<file path="src/rtl/instr_encoder_pkg.sv">
// Shared types for the instruction encoder: format select, opcodes, field bundle,
// FSM states and the immediate range limits used by the optional range check.
package instr_encoder_pkg;

  typedef enum logic [2:0] {
    FMT_R   = 3'd0,
    FMT_I   = 3'd1,
    FMT_ISH = 3'd2,
    FMT_S   = 3'd3,
    FMT_B   = 3'd4,
    FMT_J   = 3'd5,
    FMT_U   = 3'd6
  } fmt_e;

  typedef enum logic {
    ST_RUN   = 1'b0,
    ST_FAULT = 1'b1
  } state_e;

  localparam logic [6:0] OPC_LOAD   = 7'h03;
  localparam logic [6:0] OPC_OP_IMM = 7'h13;
  localparam logic [6:0] OPC_STORE  = 7'h23;
  localparam logic [6:0] OPC_BRANCH = 7'h63;
  localparam logic [6:0] OPC_JAL    = 7'h6F;
  localparam logic [6:0] OPC_LUI    = 7'h37;
  localparam logic [6:0] OPC_OP     = 7'h33;

  localparam int IMM12_MIN = -2048;
  localparam int IMM12_MAX = 2047;
  localparam int IMMB_MIN  = -4096;
  localparam int IMMB_MAX  = 4094;
  localparam int IMMJ_MIN  = -(1 << 20);
  localparam int IMMJ_MAX  = (1 << 20) - 2;
  localparam int SHAMT_MIN = 0;
  localparam int SHAMT_MAX = 31;

  typedef struct packed {
    logic [6:0]  opcode;
    logic [4:0]  rd;
    logic [4:0]  rs1;
    logic [4:0]  rs2;
    logic [2:0]  funct3;
    logic [6:0]  funct7;
    logic [31:0] imm;
  } fields_t;

endpackage

</file>
<file path="src/rtl/instr_encoder_if.sv">
// Request/response bundle of the instruction encoder; slave is the encoder side,
// master is the producer/consumer side.
interface instr_encoder_if
  import instr_encoder_pkg::*;
#(
  parameter int ADDR_W = 10
) ();
  logic              in_valid;
  logic              in_ready;
  fmt_e              fmt;
  logic [6:0]        opcode;
  logic [4:0]        rd;
  logic [4:0]        rs1;
  logic [4:0]        rs2;
  logic [2:0]        funct3;
  logic [6:0]        funct7;
  logic [31:0]       imm;
  logic              out_valid;
  logic              out_ready;
  logic [31:0]       out_instr;
  logic [ADDR_W+1:0] out_addr;
  logic              err;
  logic              clr_err;

  modport slave (
    input  in_valid, fmt, opcode, rd, rs1, rs2, funct3, funct7, imm, out_ready, clr_err,
    output in_ready, out_valid, out_instr, out_addr, err
  );

  modport master (
    output in_valid, fmt, opcode, rd, rs1, rs2, funct3, funct7, imm, out_ready, clr_err,
    input  in_ready, out_valid, out_instr, out_addr, err
  );
endinterface

</file>
<file path="src/rtl/instr_encoder_imm_pack.sv">
// Combinational packer: places fields into the 32-bit word for the selected format.
// With ENC_RANGE_CHECK_EN the immediate is also range-checked; otherwise it is truncated.
module imm_pack
  import instr_encoder_pkg::*;
(
  input  fmt_e        fmt,
  input  fields_t     f,
  output logic [31:0] word,
  output logic        range_fault
);
  logic signed [31:0] simm;

  always_comb begin
    word        = '0;
    range_fault = 1'b0;
    simm        = $signed(f.imm);
    case (fmt)
      FMT_I:   word = {f.imm[11:0], f.rs1, f.funct3, f.rd, f.opcode};
      FMT_ISH: word = {f.funct7, f.imm[4:0], f.rs1, f.funct3, f.rd, f.opcode};
      FMT_S:   word = {f.imm[11:5], f.rs2, f.rs1, f.funct3, f.imm[4:0], f.opcode};
      FMT_B:   word = {f.imm[12], f.imm[10:5], f.rs2, f.rs1, f.funct3,
                       f.imm[4:1], f.imm[11], f.opcode};
      FMT_J:   word = {f.imm[20], f.imm[10:1], f.imm[11], f.imm[19:12], f.rd, f.opcode};
      FMT_U:   word = {f.imm[31:12], f.rd, f.opcode};
      default: word = {f.funct7, f.rs2, f.rs1, f.funct3, f.rd, f.opcode};
    endcase
`ifdef ENC_RANGE_CHECK_EN
    // Branch/jump offsets are byte offsets to 2-byte aligned targets, so odd is illegal.
    case (fmt)
      FMT_I, FMT_S: range_fault = (simm < IMM12_MIN) || (simm > IMM12_MAX);
      FMT_ISH:      range_fault = (simm < SHAMT_MIN) || (simm > SHAMT_MAX);
      FMT_B:        range_fault = (simm < IMMB_MIN) || (simm > IMMB_MAX) || f.imm[0];
      FMT_J:        range_fault = (simm < IMMJ_MIN) || (simm > IMMJ_MAX) || f.imm[0];
      FMT_U:        range_fault = (f.imm[11:0] != 12'd0);
      default:      range_fault = 1'b0;
    endcase
`endif
  end
endmodule

</file>
<file path="src/rtl/instr_encoder.sv">
// Instruction encoder: registered output, latency 1, accept-and-drain without bubbles,
// output held under backpressure. ENC_RANGE_CHECK_EN enables the sticky range fault.
module instr_encoder
  import instr_encoder_pkg::*;
#(
  parameter int ADDR_W = 10
) (
  input logic            clk,
  input logic            rst,
  instr_encoder_if.slave bus
);
  fields_t           fields;
  logic [31:0]       enc_word;
  logic              enc_fault;
  state_e            state_q, state_d;
  logic              out_valid_q, out_valid_d;
  logic [31:0]       out_instr_q, out_instr_d;
  logic [ADDR_W-1:0] addr_q, addr_d;
  logic              in_ready;
  logic              accept;
  logic              drain;

  always_comb begin
    fields        = '0;
    fields.opcode = bus.opcode;
    fields.rd     = bus.rd;
    fields.rs1    = bus.rs1;
    fields.rs2    = bus.rs2;
    fields.funct3 = bus.funct3;
    fields.funct7 = bus.funct7;
    fields.imm    = bus.imm;
  end

  imm_pack u_imm_pack (
    .fmt         (bus.fmt),
    .f           (fields),
    .word        (enc_word),
    .range_fault (enc_fault)
  );

  always_comb begin
    state_d     = state_q;
    out_valid_d = out_valid_q;
    out_instr_d = out_instr_q;
    addr_d      = addr_q;
    in_ready    = (state_q == ST_RUN) && (!out_valid_q || bus.out_ready);
    accept      = bus.in_valid && in_ready;
    drain       = out_valid_q && bus.out_ready;
    if (drain) begin
      out_valid_d = 1'b0;
      addr_d      = addr_q + {{(ADDR_W-1){1'b0}}, 1'b1};
    end
    case (state_q)
      ST_RUN: begin
        // A faulting request never reaches the output register.
        if (accept) begin
          if (enc_fault) begin
            state_d = ST_FAULT;
          end else begin
            out_valid_d = 1'b1;
            out_instr_d = enc_word;
          end
        end
      end
      ST_FAULT: if (bus.clr_err) state_d = ST_RUN;
      default:  state_d = ST_RUN;
    endcase
  end

  always_ff @(posedge clk or posedge rst) begin
    if (rst) begin
      state_q     <= ST_RUN;
      out_valid_q <= 1'b0;
      out_instr_q <= '0;
      addr_q      <= '0;
    end else begin
      state_q     <= state_d;
      out_valid_q <= out_valid_d;
      out_instr_q <= out_instr_d;
      addr_q      <= addr_d;
    end
  end

  assign bus.in_ready  = in_ready;
  assign bus.out_valid = out_valid_q;
  assign bus.out_instr = out_instr_q;
  assign bus.out_addr  = {addr_q, 2'b00};
`ifdef ENC_RANGE_CHECK_EN
  assign bus.err = (state_q == ST_FAULT);
`else
  assign bus.err = 1'b0;
`endif
endmodule

</file>
<file path="src/flat_wrapper.sv">
// flat-port wrapper written by rule: the top's interface ports become plain ports
module instr_encoder_flat import instr_encoder_pkg::*;
#(
  parameter int ADDR_W = 10
)
  (clk, rst, bus_in_valid, bus_fmt, bus_opcode, bus_rd, bus_rs1, bus_rs2, bus_funct3, bus_funct7, bus_imm, bus_out_ready, bus_clr_err, bus_in_ready, bus_out_valid, bus_out_instr, bus_out_addr, bus_err);
  instr_encoder_if #(.ADDR_W(ADDR_W)) bus_i ();
  input logic clk;
  input logic rst;
  input wire logic [$bits(bus_i.in_valid)-1:0] bus_in_valid;
  input wire logic [$bits(bus_i.fmt)-1:0] bus_fmt;
  input wire logic [$bits(bus_i.opcode)-1:0] bus_opcode;
  input wire logic [$bits(bus_i.rd)-1:0] bus_rd;
  input wire logic [$bits(bus_i.rs1)-1:0] bus_rs1;
  input wire logic [$bits(bus_i.rs2)-1:0] bus_rs2;
  input wire logic [$bits(bus_i.funct3)-1:0] bus_funct3;
  input wire logic [$bits(bus_i.funct7)-1:0] bus_funct7;
  input wire logic [$bits(bus_i.imm)-1:0] bus_imm;
  input wire logic [$bits(bus_i.out_ready)-1:0] bus_out_ready;
  input wire logic [$bits(bus_i.clr_err)-1:0] bus_clr_err;
  output wire logic [$bits(bus_i.in_ready)-1:0] bus_in_ready;
  output wire logic [$bits(bus_i.out_valid)-1:0] bus_out_valid;
  output wire logic [$bits(bus_i.out_instr)-1:0] bus_out_instr;
  output wire logic [$bits(bus_i.out_addr)-1:0] bus_out_addr;
  output wire logic [$bits(bus_i.err)-1:0] bus_err;
  assign bus_i.in_valid = bus_in_valid;
  assign bus_i.fmt = bus_fmt;
  assign bus_i.opcode = bus_opcode;
  assign bus_i.rd = bus_rd;
  assign bus_i.rs1 = bus_rs1;
  assign bus_i.rs2 = bus_rs2;
  assign bus_i.funct3 = bus_funct3;
  assign bus_i.funct7 = bus_funct7;
  assign bus_i.imm = bus_imm;
  assign bus_i.out_ready = bus_out_ready;
  assign bus_i.clr_err = bus_clr_err;
  assign bus_in_ready = bus_i.in_ready;
  assign bus_out_valid = bus_i.out_valid;
  assign bus_out_instr = bus_i.out_instr;
  assign bus_out_addr = bus_i.out_addr;
  assign bus_err = bus_i.err;
  instr_encoder #(.ADDR_W(ADDR_W)) u_core (.clk(clk), .rst(rst), .bus(bus_i));
endmodule
</file>
<file path="config.mk">
export PLATFORM = sky130hd
export DESIGN_NAME = instr_encoder_flat
export DESIGN_NICKNAME = d
export VERILOG_FILES = /design/src/rtl/instr_encoder_pkg.sv /design/src/rtl/instr_encoder_if.sv /design/src/rtl/instr_encoder_imm_pack.sv /design/src/rtl/instr_encoder.sv /design/src/flat_wrapper.sv
export SDC_FILE = /design/constraint.sdc
export NUM_CORES = 1
export LEC_CHECK = 0
export CAP_MARGIN = 20
export CORE_AREA = 4 4 90 92
export CTS_CLUSTER_DIAMETER = 80
export DETAILED_ROUTE_END_ITERATION = 16
export DIE_AREA = 0 0 94 96
export HOLD_SLACK_MARGIN = 0.08
export PLACE_DENSITY = 0.69
export REMOVE_ABC_BUFFERS = 1
export SETUP_SLACK_MARGIN = 0.2
export SYNTH_ARGS = -nofsm -noshare
export SYNTH_HDL_FRONTEND = slang
export SYNTH_SLANG_ARGS = --single-unit
</file>
<file path="constraint.sdc">
create_clock -name clk -period 2.45 [get_ports clk]
set_input_delay 0.735 -clock clk [delete_from_list [all_inputs] [get_ports clk]]
set_output_delay 0.735 -clock clk [all_outputs]
set_load 0.005 [all_outputs]
</file>
==> results by group <==
Timing
  • RSZ-0062 raised after global routing: no
  • Post-route clock period utilization: ~87%
  • Fmax: between 400 and 500 MHz
  • Skew final: approximately 0.0084 ns
  • Final Hold Vio Count: 0
  • Max-slew violations: 0
  • Final hold slack: around 0.48 ns
  • Final worst slack: 0.317 ns
  • Post-route minimum period: ~2.1 ns
  • Final setup violation count: 0

Critical path
  • Worst setup startpoint: bus_out_ready
  • CP bufs+invs: 2
  • Most frequent CP cell: dlygate4sd2_1
  • R2R Path Start: u_core.bus.out_valid
  • Worst Path Arrival: 1.40 ns
  • Critical-path top delay cell: dlygate4sd2_1
  • Slowest stage delay, CP: 0.25 ns
  • Worst reg2reg setup slack: ~0.88 ns
  • Critical path cell sequence: dlygate4sd2_1 > nor2b_2 > nor2_1 > dlygate4sd2_1
  • Setup crit end: bus_in_ready
  • Critical Path Start Type: input pin
  • Cell count along the critical path: 4
  • Top delay family on crit path: buffers and inverters
  • Critical path fanouts, max: 2
  • Setup CP Type: input pin to output port
  • Required time of the worst setup path: 1.71 ns
  • RR Endpoint: u_core.bus.out_instr[26]
  • Reg2Reg Depth: 6
  • CP endpoint kind: output port

Finish
  • Layout Area Growth over Synthesis: 54.7%
  • N_diodes: 0
  • Share of post-route cells with drive strength above 1: 12.9%
  • Nets: ~440
  • # fillers: around 670

Detailed routing
  • DRT Pass-1 Iters: 4
  • DRT Wirelength: 6200 µm
  • Wire per inst: around 13 µm
  • DR iter-0 viols: 45
  • Post-detailed-route count of antenna-violating nets: 0
  • Vias/cell: 4.56
  • Routed via count: ~2100
  • DR DRC count: 0

Clock tree
  • Worst skew pair latency: a little under 0.3 ns
  • CTS Buf Count: 5
  • CTS max path bufs: 2
  • H-Tree Depth: 2
  • Post-CTS Setup Bufs: 0
  • CTS Hold Bufs: 0
  • Clk root buf: clkbuf_8
  • Post-cts sizing count: 2
  • Reg clk slew, reported paths: around 0.08 ns
  • TritonCTS clock tree: yes
  • Sink Count: between 40 and 50

Global route
  • Initial antenna violation count: 0
  • First-pass GRT wire length: a little under 10000 µm
  • Gr usage total: 13.8%
  • Grt ovf: 0
  • Largest net degree at the start of global routing: 29
  • Vias in the first global route: 2164

Synth
  • Yosys cell types: 36
  • Primary FF master, synth: dfrtp_1
  • Ys async rst share: 100%
  • Average size of a mapped cell: 10.1 µm²
  • Post-Syn Instances: 246
  • Synth Register Bits: 44
  • Post-synth design cell area: between 2000 and 2500 µm²
  • Synthesis Warnings: 0
  • Post-synth EDFFs: 0
  • Sequential fraction of the synthesis area: approximately 44%

Power and ir drop
  • Leak: roughly 1.6 nW
  • Worst vdd ir: 0.370 mV
  • Power Total: 2.18 mW
  • Pwr/cell area: 566 nW/µm²

Run status
  • Status: completed

Floorplan
  • Io pins: 119
  • Initial core utilization: 34.5%
  • Die X: roughly 94 µm
  • # rows: 31
  • Core area: around 7000 µm²
  • Die area: 9020 µm²
  • Die height: roughly 96 µm

Placed design
  • Dpl hpwl: approximately 5000 µm
  • Dpl ws: -0.144 ns
  • Gpl congestion: approximately 0.73
  • Port-buffer cells: ~120

Worst hold path
  • Hold crit path type: register to register

Run
  • Max Cap Violations: 0
cell usage in the layout, fill, tap and decap left out, drive strengths merged:
master / n
nor2b: 3
a221oi: 1
clkinvlp: 1
nand3: 4
dlygate4sd2: 2
conb: 3
nand2: 12
o211a: 1
and4: 1
xnor2: 8
o21ai: 6
clkdlybuf4s50: 112
a21oi: 43
clkbuf: 7
nand4: 2
mux2: 10
inv: 1
mux2i: 34
nand2b: 3
buf: 14
nor2: 46
ha: 1
xor2: 2
o22ai: 2
dfrtp: 44
nand3b: 2
sequential cells by signal (all words and copies together) (netlist names):
register / flops
u_core.addr_q: 10
u_core.bus.out_instr: 32
u_core.bus.out_valid: 1
u_core.state_q: 1
cells by family after synthesis:
group / synth area share, %
flip-flops: 44.2
other: 0.151
XOR/XNOR: 4.27
buffers and inverters: 6.03
AO/OA/AOI/OAI: 12.8
AND/OR/NAND/NOR: 13.5
adder cells (fa/ha/maj): 0.502
multiplexers: 18.5
per-layer routing:
layer | part of all wire [%] | vias up | global-route usage, %
li1 | - | 1075 | -
met1 | 43 | 967 | 16.9
met2 | 47 | 70 | 23.1
met3 | 9.6 | 4 | 5.32
met4 | 0.74 | 0 | 3.37
met5 | 0 | - | 0
worst register-to-register path: stages, from the launching register on:
cell     delay (ns)
dfrtp_1        0.42
nor2b_2        0.17
buf_4          0.14
nor2_4         0.30
buf_4          0.30
nor2_1         0.06
a21oi_1        0.12
synth_stat cells (2+ instances only):
cell       n  area, µm²
a21oi_1   37        185
a21oi_2    6       52.6
buf_2      6       30.0
buf_4      5       37.5
buf_6      5       56.3
clkbuf_1   2       7.51
dfrtp_1   44       1100
mux2_2     8       90.1
mux2_4     2       30.0
mux2i_1   34        340
nand2_1   10       37.5
nand2b_1   2       12.5
nand3_1    4       20.0
nand3b_1   2       15.0
nand4_1    2       12.5
nor2_1    45        169
nor2b_2    2       17.5
o21ai_0    4       20.0
o21ai_1    2       10.0
xnor2_1    8       70.1
where the power goes:
group	switching (mW)	total (mW)	internal (mW)
sequential	0.100	0.955	0.855
clock	0.237	0.466	0.229
combinational	0.271	0.758	0.487
stage by stage:
step | TNS (ns) | std cells | utilization [%] | area (µm²)
2_1_floorplan | -0.817 | 229 | - | 2350
3_3_place_gp | -0.141 | 456 | 52.1 | 3760
3_5_place_dp | -0.144 | 456 | 52.1 | 3760
4_1_cts | 0 | 464 | 53.4 | 3850
5_1_grt | 0 | 464 | 53.4 | 3850
6_report | 0 | 464 | 53.4 | 3850
final cells by class:
type                            instances  area, µm²  area share (%)
Clock buffer                            7       86.3            2.24
Tap cell                               99        124            3.22
Inverter                                1       3.75          0.0974
Multi-Input combinational cell        184       1250            32.5
Clock inverter                          1       7.51           0.195
Timing Repair Buffer                  128       1280            33.2
Sequential cell                        44       1100            28.6
worst min path at each step:
stage                        to              from  cells after the start  slack, ns
2_1_floorplan  u_core.addr_q[9]  u_core.addr_q[9]                      1       0.47
3_3_place_gp   u_core.addr_q[9]  u_core.addr_q[9]                      1       0.46
3_5_place_dp   u_core.addr_q[9]  u_core.addr_q[9]                      1       0.47
4_1_cts        u_core.addr_q[9]  u_core.addr_q[9]                      1       0.49
5_1_grt        u_core.addr_q[9]  u_core.addr_q[9]                      1       0.50
6_report       u_core.addr_q[9]  u_core.addr_q[9]                      1       0.48
No activity file was read; power rests on OpenSTA's default activity.
